**src/rtl/core_pkg.sv**
```systemverilog
// Shared core definitions: default register-file geometry and address type.
package core_pkg;

  localparam int XLEN_DEF  = 32;
  localparam int NREGS_DEF = 32;
  localparam int AW_DEF    = $clog2(NREGS_DEF);

  typedef logic [AW_DEF-1:0] reg_addr_t;

endpackage

```
**src/rtl/regfile_scoreboard.sv**
```systemverilog
// Pending-write scoreboard: one busy bit per register, set when a load
// issues and cleared when its writeback arrives on port B.
module regfile_scoreboard #(
  parameter int NREGS = 32,
  parameter int AW    = $clog2(NREGS)
) (
  input  logic             clk,
  input  logic             rst,
  input  logic             set_i,
  input  logic [AW-1:0]    set_addr_i,
  input  logic             clr_i,
  input  logic [AW-1:0]    clr_addr_i,
  output logic [NREGS-1:0] busy_o
);

  logic [NREGS-1:0] r_busy;

  // Clear first, then set, so a same-cycle set on the same register wins
  // (the newer load supersedes the one completing). Bit 0 is never written.
  always_ff @(posedge clk) begin
    if (rst) begin
      r_busy <= '0;
    end else begin
      if (clr_i && (clr_addr_i != '0)) r_busy[clr_addr_i] <= 1'b0;
      if (set_i && (set_addr_i != '0)) r_busy[set_addr_i] <= 1'b1;
    end
  end

  assign busy_o = r_busy;

endmodule

```
**src/rtl/regfile_mp.sv**
```systemverilog
// Multi-port integer register file: NRD combinational read ports with
// write-to-read bypass, two write ports (A = ALU, B = load), a load
// scoreboard and a registered debug read port.
module regfile_mp
  import core_pkg::*;
#(
  parameter int XLEN  = XLEN_DEF,
  parameter int NREGS = NREGS_DEF,
  parameter int NRD   = 2
) (
  input  logic                      clk,
  input  logic                      rst,
  input  logic [NRD*$clog2(NREGS)-1:0] rd_addr_i,
  output logic [NRD*XLEN-1:0]       rd_data_o,
  output logic [NRD-1:0]            rd_busy_o,
  input  logic                      wa_en_i,
  input  logic [$clog2(NREGS)-1:0]  wa_addr_i,
  input  logic [XLEN-1:0]           wa_data_i,
  input  logic                      wb_en_i,
  input  logic [$clog2(NREGS)-1:0]  wb_addr_i,
  input  logic [XLEN-1:0]           wb_data_i,
  input  logic                      sb_set_i,
  input  logic [$clog2(NREGS)-1:0]  sb_addr_i,
  input  logic [$clog2(NREGS)-1:0]  dbg_addr_i,
  output logic [XLEN-1:0]           dbg_data_o
);

  localparam int AW = $clog2(NREGS);

  logic [XLEN-1:0]  r_mem [NREGS];
  logic [XLEN-1:0]  r_dbg;
  logic [NREGS-1:0] w_busy;
  logic             w_wa_we;
  logic             w_wb_we;

  assign w_wa_we = wa_en_i && (wa_addr_i != '0);
  assign w_wb_we = wb_en_i && (wb_addr_i != '0);

  // Array update: B is written first so that A (the younger instruction)
  // overwrites it when both target the same register. Entry 0 stays zero.
  always_ff @(posedge clk) begin
    if (rst) begin
      for (int i = 0; i < NREGS; i++) r_mem[i] <= '0;
    end else begin
      r_mem[0] <= '0;
      if (w_wb_we) r_mem[wb_addr_i] <= wb_data_i;
      if (w_wa_we) r_mem[wa_addr_i] <= wa_data_i;
    end
  end

  // Debug port shows committed state only; no bypass.
  always_ff @(posedge clk) begin
    if (rst) r_dbg <= '0;
    else     r_dbg <= r_mem[dbg_addr_i];
  end

  assign dbg_data_o = r_dbg;

  regfile_scoreboard #(
    .NREGS (NREGS),
    .AW    (AW)
  ) u_sb (
    .clk        (clk),
    .rst        (rst),
    .set_i      (sb_set_i),
    .set_addr_i (sb_addr_i),
    .clr_i      (wb_en_i),
    .clr_addr_i (wb_addr_i),
    .busy_o     (w_busy)
  );

  for (genvar k = 0; k < NRD; k++) begin : g_rd
    logic [AW-1:0]   w_addr;
    logic [XLEN-1:0] w_data;

    assign w_addr = rd_addr_i[k*AW +: AW];

    // Read mux: x0, then port A bypass, then port B bypass, then array.
    always_comb begin
      w_data = r_mem[w_addr];
      if (w_addr == '0)                          w_data = '0;
      else if (wa_en_i && (wa_addr_i == w_addr)) w_data = wa_data_i;
      else if (wb_en_i && (wb_addr_i == w_addr)) w_data = wb_data_i;
    end

    assign rd_data_o[k*XLEN +: XLEN] = w_data;

    // A same-cycle load writeback is bypassed, so the operand is available.
    assign rd_busy_o[k] = w_busy[w_addr] && (w_addr != '0) &&
                          !(wb_en_i && (wb_addr_i == w_addr));
  end

endmodule

```
**config.mk**
```make
export PLATFORM = sky130hd
export DESIGN_NAME = regfile_mp
export DESIGN_NICKNAME = d
export VERILOG_FILES = /design/src/rtl/core_pkg.sv /design/src/rtl/regfile_scoreboard.sv /design/src/rtl/regfile_mp.sv
export SDC_FILE = /design/constraint.sdc
export NUM_CORES = 2
export LEC_CHECK = 0
export CAP_MARGIN = 30
export CORE_MARGIN = 2
export CORE_UTILIZATION = 35
export CTS_CLUSTER_SIZE = 28
export DETAILED_ROUTE_END_ITERATION = 10
export REMOVE_ABC_BUFFERS = 1
export SLEW_MARGIN = 15
export SYNTH_ARGS = -nofsm -noshare
export SYNTH_HDL_FRONTEND = slang
export SYNTH_HIERARCHICAL = 1
export SYNTH_SLANG_ARGS = --single-unit
```
**constraint.sdc**
```tcl
create_clock -name clk -period 5.9 [get_ports clk]
set_clock_uncertainty 0.1 [all_clocks]
set_input_delay 0.59 -clock clk [delete_from_list [all_inputs] [get_ports clk]]
set_output_delay 0.59 -clock clk [all_outputs]
set_load 0.02 [all_outputs]
```
After elaboration in Yosys (flattened, before gate mapping)
Memory sizes are Yosys's and may differ from the RTL's. A register that Yosys moved wholly into a read port is not among the register bits.
Index checks and enable logic that the tools add are counted.
{"block": "totals", "output_inout_bits": 98, "input_bits": 99, "romBits": 0, "mem_count": 1, "ramBits": 1024, "latchBits": 0, "ff_bits": 32}
{"memory": "r_mem", "depth": 32, "word_bits": 32, "read_ports": 3, "rd_ports_with_merged_regs": 1, "wr": 32, "line": "regfile_mp.sv:30", "rtl": "logic [XLEN-1:0] r_mem [NREGS];"}
{"block": "op_classes", "multipliers": 0, "shift": 0, "n_div": 0, "reduce_logical": 24, "bitwise_logic": 4, "mux": 33, "eq_ne": 4, "add_sub_neg": 0, "magnitude_cmp": 6}
{"op": "$mux W32", "count": 12}
{"op": "$reduce_or A32 Y1", "count": 2}
{"op": "$and A32 B32 Y32", "count": 1}
{"op": "$not A32 Y32", "count": 1}
{"op": "$or A32 B32 Y32", "count": 1}
{"op": "$reduce_bool A5 Y1", "count": 5}
{"op": "$lt A5 B6 Y1 const B", "count": 4}
{"op": "$eq A5 B5 Y1", "count": 4}
{"op": "$mux W1", "count": 15}
{"op": "$logic_and A1 B1 Y1", "count": 13}
{"op": "$bmux W1 S5", "count": 2}
{"op": "$demux W1 S5", "count": 2}
{"op": "$ge A5 B1 Y1 const B", "count": 2}
{"op": "$logic_not A5 Y1", "count": 2}
{"op": "$mux W5", "count": 2}
{"op": "$logic_not A1 Y1", "count": 2}
{"op": "$or A1 B1 Y1", "count": 1}

Logic depth before layout (Yosys ltp)
{"block": "logic_depth", "word_depth": 10, "ltp_mapped": 11}

Modules after synthesis
Netlist, hierarchy kept.
{"mod": "regfile_mp", "cells_per_inst": 4635, "seq_area_each_um2": 31069.8, "instances": 1, "area_per_inst_um2": 68567.0}
{"mod": "regfile_scoreboard", "cells_per_inst": 161, "seq_area_each_um2": 640.6, "instances": 1, "area_per_inst_um2": 1368.8}

Least setup slack after synthesis
OpenSTA, ideal clock, no wires.
{"block": "synth_timing", "path_type": "input-to-reg", "from": "in wb_addr_i[2]", "to": "mem r_mem[20][0] (netlist bit), enable pin", "cell_stages": 6, "arrival_ps": 3707, "setup_slack_ps": 1627, "setup_ps": 466, "path_cell_list": "buf_2 > or3_1 > buf_2 > nand4bb_1 > buf_2 > o21ai_0"}
{"item": "from (decl)", "line": "regfile_mp.sv:20", "rtl": "input logic [$clog2(NREGS)-1:0] wb_addr_i,"}
{"item": "to (decl)", "line": "regfile_mp.sv:30"}

Worst setup path in the final report
{"block": "layout_timing", "from": "in wb_addr_i[2]", "to": "out rd_data_o[15]"}
{"block": "layout_between", "elab_chain_cells": 5}
{"item": "$eq A5 B5 Y1", "line": "regfile_mp.sv:83", "rtl": "else if (wb_en_i && (wb_addr_i == w_addr)) w_data = wb_data_i;"}
{"item": "$logic_and A1 B1 Y1", "line": "regfile_mp.sv:83"}
{"item": "$mux W32", "line": "regfile_mp.sv:83"}
{"item": "$mux W32", "line": "regfile_mp.sv:82", "rtl": "else if (wa_en_i && (wa_addr_i == w_addr)) w_data = wa_data_i;"}
{"item": "$mux W32", "line": "regfile_mp.sv:81", "rtl": "if (w_addr == '0) w_data = '0;"}
{"item": "to (decl)", "line": "regfile_mp.sv:14", "rtl": "output logic [NRD*XLEN-1:0] rd_data_o,"}
Every way passes these cells.

==> metrics.txt <==
r2r setup slk=3.48 ns; post-CTS setup buffers=0; Layout Cells excl Fill=7530; Area growth syn-to-layout=14.85%; Worst setup EP type=output port; WHS Path Cells=2; initial core utilization=35.10%; number of global-route vias before repair=54230; Req. time, crit path=5.21 ns; most frequent cell after synthesis=a22o_1; Reg-to-Reg End=dbg_data_o[19]; RSZ-0062 raised after global routing=no; critical path data arrival time=4.72 ns; Final Hold Viols=0; Max Freq=0.1848 GHz; Area contributors post-synth=edfxtp_1, mux4_2, a22o_1; crit path kind=input port to output port; cell row count=164; Period minus WS final=5.411 ns; r2r worst-path depth=4; startpoint types=input port; Slew HR=24.65%; synthesized instance count=4796; all-layer global routing usage=32.20%; area of the mapped netlist=69940 um2; Reg clk slew, reported paths=0.06 ns; Die X=451.0 um; final setup fails=0; Worst Hold Class=input port to flip-flop; Final ANT Viol Nets=0; hold slack=0.2948 ns; min-delay src=wa_data_i[25]; Synth Warn #=6; pwr dens=267.6 nW/um2; IO Port Bufs=196; GR Layer Usage met2=46.43%; largest net degree at the start of global routing=80; routability cong.=0.9687; routing usage on met1=38.25%; Post-CTS Hold Fix Bufs=0; CTS tree=built; Yosys cell types=68; share of cells above drive strength 1=31.93%; Seq cells post-synth=1088; R2R Path Start=r_mem[31][19]; Post-synth top cells=a22o_1, edfxtp_1, mux4_2, clkbuf_1, mux2i_1; outcome=finished clean; Nets=4846; root buf cell=clkbuf_16; number of synthesized flops with an enable pin=992; placed cells=7260; GR Overflow Total=0; H-tree depth=4; setup TNS=0 ns; DRC=0; clk_lat worst skew=0.83 ns; vias per cell=7.520; initial antenna violation count=14; syn_area_per_cell=14.58 um2; Pre-antenna DRT Iters=6; hold worst-path end=r_mem[16][25]; Ports=197; LEAKAGE=26.58 nW; ys flop type=edfxtp_1; clock buffer count from CTS=134; sequential-to-total area share from yosys stat=45.34%; die area=203400 um2; routed via count=56630; Yosys top cell by area=edfxtp_1; first-pass GRT wire length=454400 um; Synth top area share=42.59%; Max VDD drop=348.1 uV; Final Max Tran Viols=0; grt met3 use=12.65%; post-DP HPWL=206500 um; Worst-Margin Slew=1.128 ns; Die Span Y=451.0 um; DR WL/cell=44.53 um; maxcap violations=0; crit share post-route=91.71%; worst-case clock buffer depth=3; Synth async-reset ratio=0%; post-cts resize count=0; CP Max Fanout=18; core area=199200 um2; Core Util, Final=40.31%; Total Power=21.49 mW; Post-Route WL=335300 um; layer with the highest usage=met2; 1st-iter DRT viols=10970; CTS Sinks=1088
cell type report:
| cell class | count | area, um2 |
|---|---|---|
| fillers | 17970 | 118900 |
| repair buffers | 538 | 5106 |
| clock inverters | 56 | 516.7 |
| well taps | 2656 | 3323 |
| clock buffers | 187 | 3739 |
| inverters | 13 | 48.80 |
| diodes | 20 | 50.05 |
| flip-flops and latches | 1088 | 31710 |
| multi-input cells | 2972 | 35830 |
cell usage in the layout (no fill, tap or decap), types with 8 or more instances in the layout:
master / synthesis / routed
clkinv_2: 0 / 16
a22oi_1: 80 / 80
a211oi_1: 12 / 12
dfxtp_1: 96 / 96
nor3_1: 44 / 15
o22ai_1: 37 / 37
clkdlybuf4s50_1: 0 / 140
nor3_2: 5 / 30
mux2i_1: 171 / 171
clkbuf_1: 505 / 40
o31ai_1: 10 / 10
diode_2: 0 / 20
o21ai_0: 105 / 76
nand3_1: 14 / 13
a21oi_1: 84 / 84
clkbuf_16: 0 / 139
o21ai_4: 0 / 28
nand3b_1: 19 / 19
buf_4: 27 / 332
nor2_4: 0 / 30
o221ai_1: 23 / 22
buf_12: 0 / 40
or3b_1: 8 / 8
conb_1: 1 / 32
nand2_1: 88 / 88
a2111oi_0: 14 / 14
nor2_1: 161 / 128
mux2_2: 10 / 10
a22o_1: 1005 / 1005
nand2b_1: 12 / 12
buf_8: 0 / 14
nor2b_1: 44 / 44
edfxtp_1: 992 / 992
mux4_2: 847 / 847
o211ai_1: 17 / 17
xnor2_1: 14 / 14
o21ai_1: 23 / 24
clkbuf_8: 0 / 8
clkinv_1: 8 / 28
layer usage:
| metal | wire (um) | up-vias |
|---|---|---|
| met4 | 31640 | 14 |
| met5 | 140 | - |
| met3 | 50600 | 1555 |
| met2 | 143300 | 6013 |
| met1 | 109700 | 28720 |
| li1 | - | 20320 |
critical path: stages:
cell             delay [ns]
clkdlybuf4s50_1        0.94
xnor2_1                0.19
nand4_1                0.28
or2_2                  0.61
nand2_1                0.75
o22ai_1                0.18
o31ai_1                0.87
buf_4                  0.28
cell families (layout without fill, tap and decap cells):
family	after synthesis	after routing	share of synthesized area (%)
muxes	1035	1035	30.00
AOI/OAI and AO/OA	1446	1446	16.63
DFF	1088	1088	45.34
other	1	52	0.005362
and+or+nand+nor	439	439	3.079
buffers and inverters	767	794	4.691
xor gates and xnor gates	20	20	0.2505
sequential cells by signal, indices dropped and copies added (netlist names):
name and cells:
r_mem 1024, dbg_data_o 32, u_sb/busy_o 32
metrics by stage:
step                area (um2)  setup slack, ns
floorplan                66820            1.720
global placement         75710           0.5562
detailed placement       75890           0.7412
CTS                      80150           0.7161
global route             80270           0.5791
finish                   80320           0.4890
power by group:
group / leakage (nW) / switching (mW) / internal (mW)
sequential: 10.3 / 0.337 / 8.88
combinational: 14.3 / 2.34 / 1.68
clock: 2.06 / 3.62 / 4.64
worst max-delay path by stage:
stage | startpoint | endpoint | slack [ns]
final | wb_addr_i[2] | rd_data_o[15] | 0.49
after global routing | wb_addr_i[2] | rd_data_o[15] | 0.58
after CTS | wa_addr_i[1] | rd_data_o[12] | 0.72
after detailed placement | wa_addr_i[1] | rd_data_o[12] | 0.74
after global placement | wa_addr_i[0] | rd_data_o[47] | 0.56
after floorplan | wb_en_i | r_mem[28][0] | 1.72
Note: power is estimated with default switching activity, not from simulation.
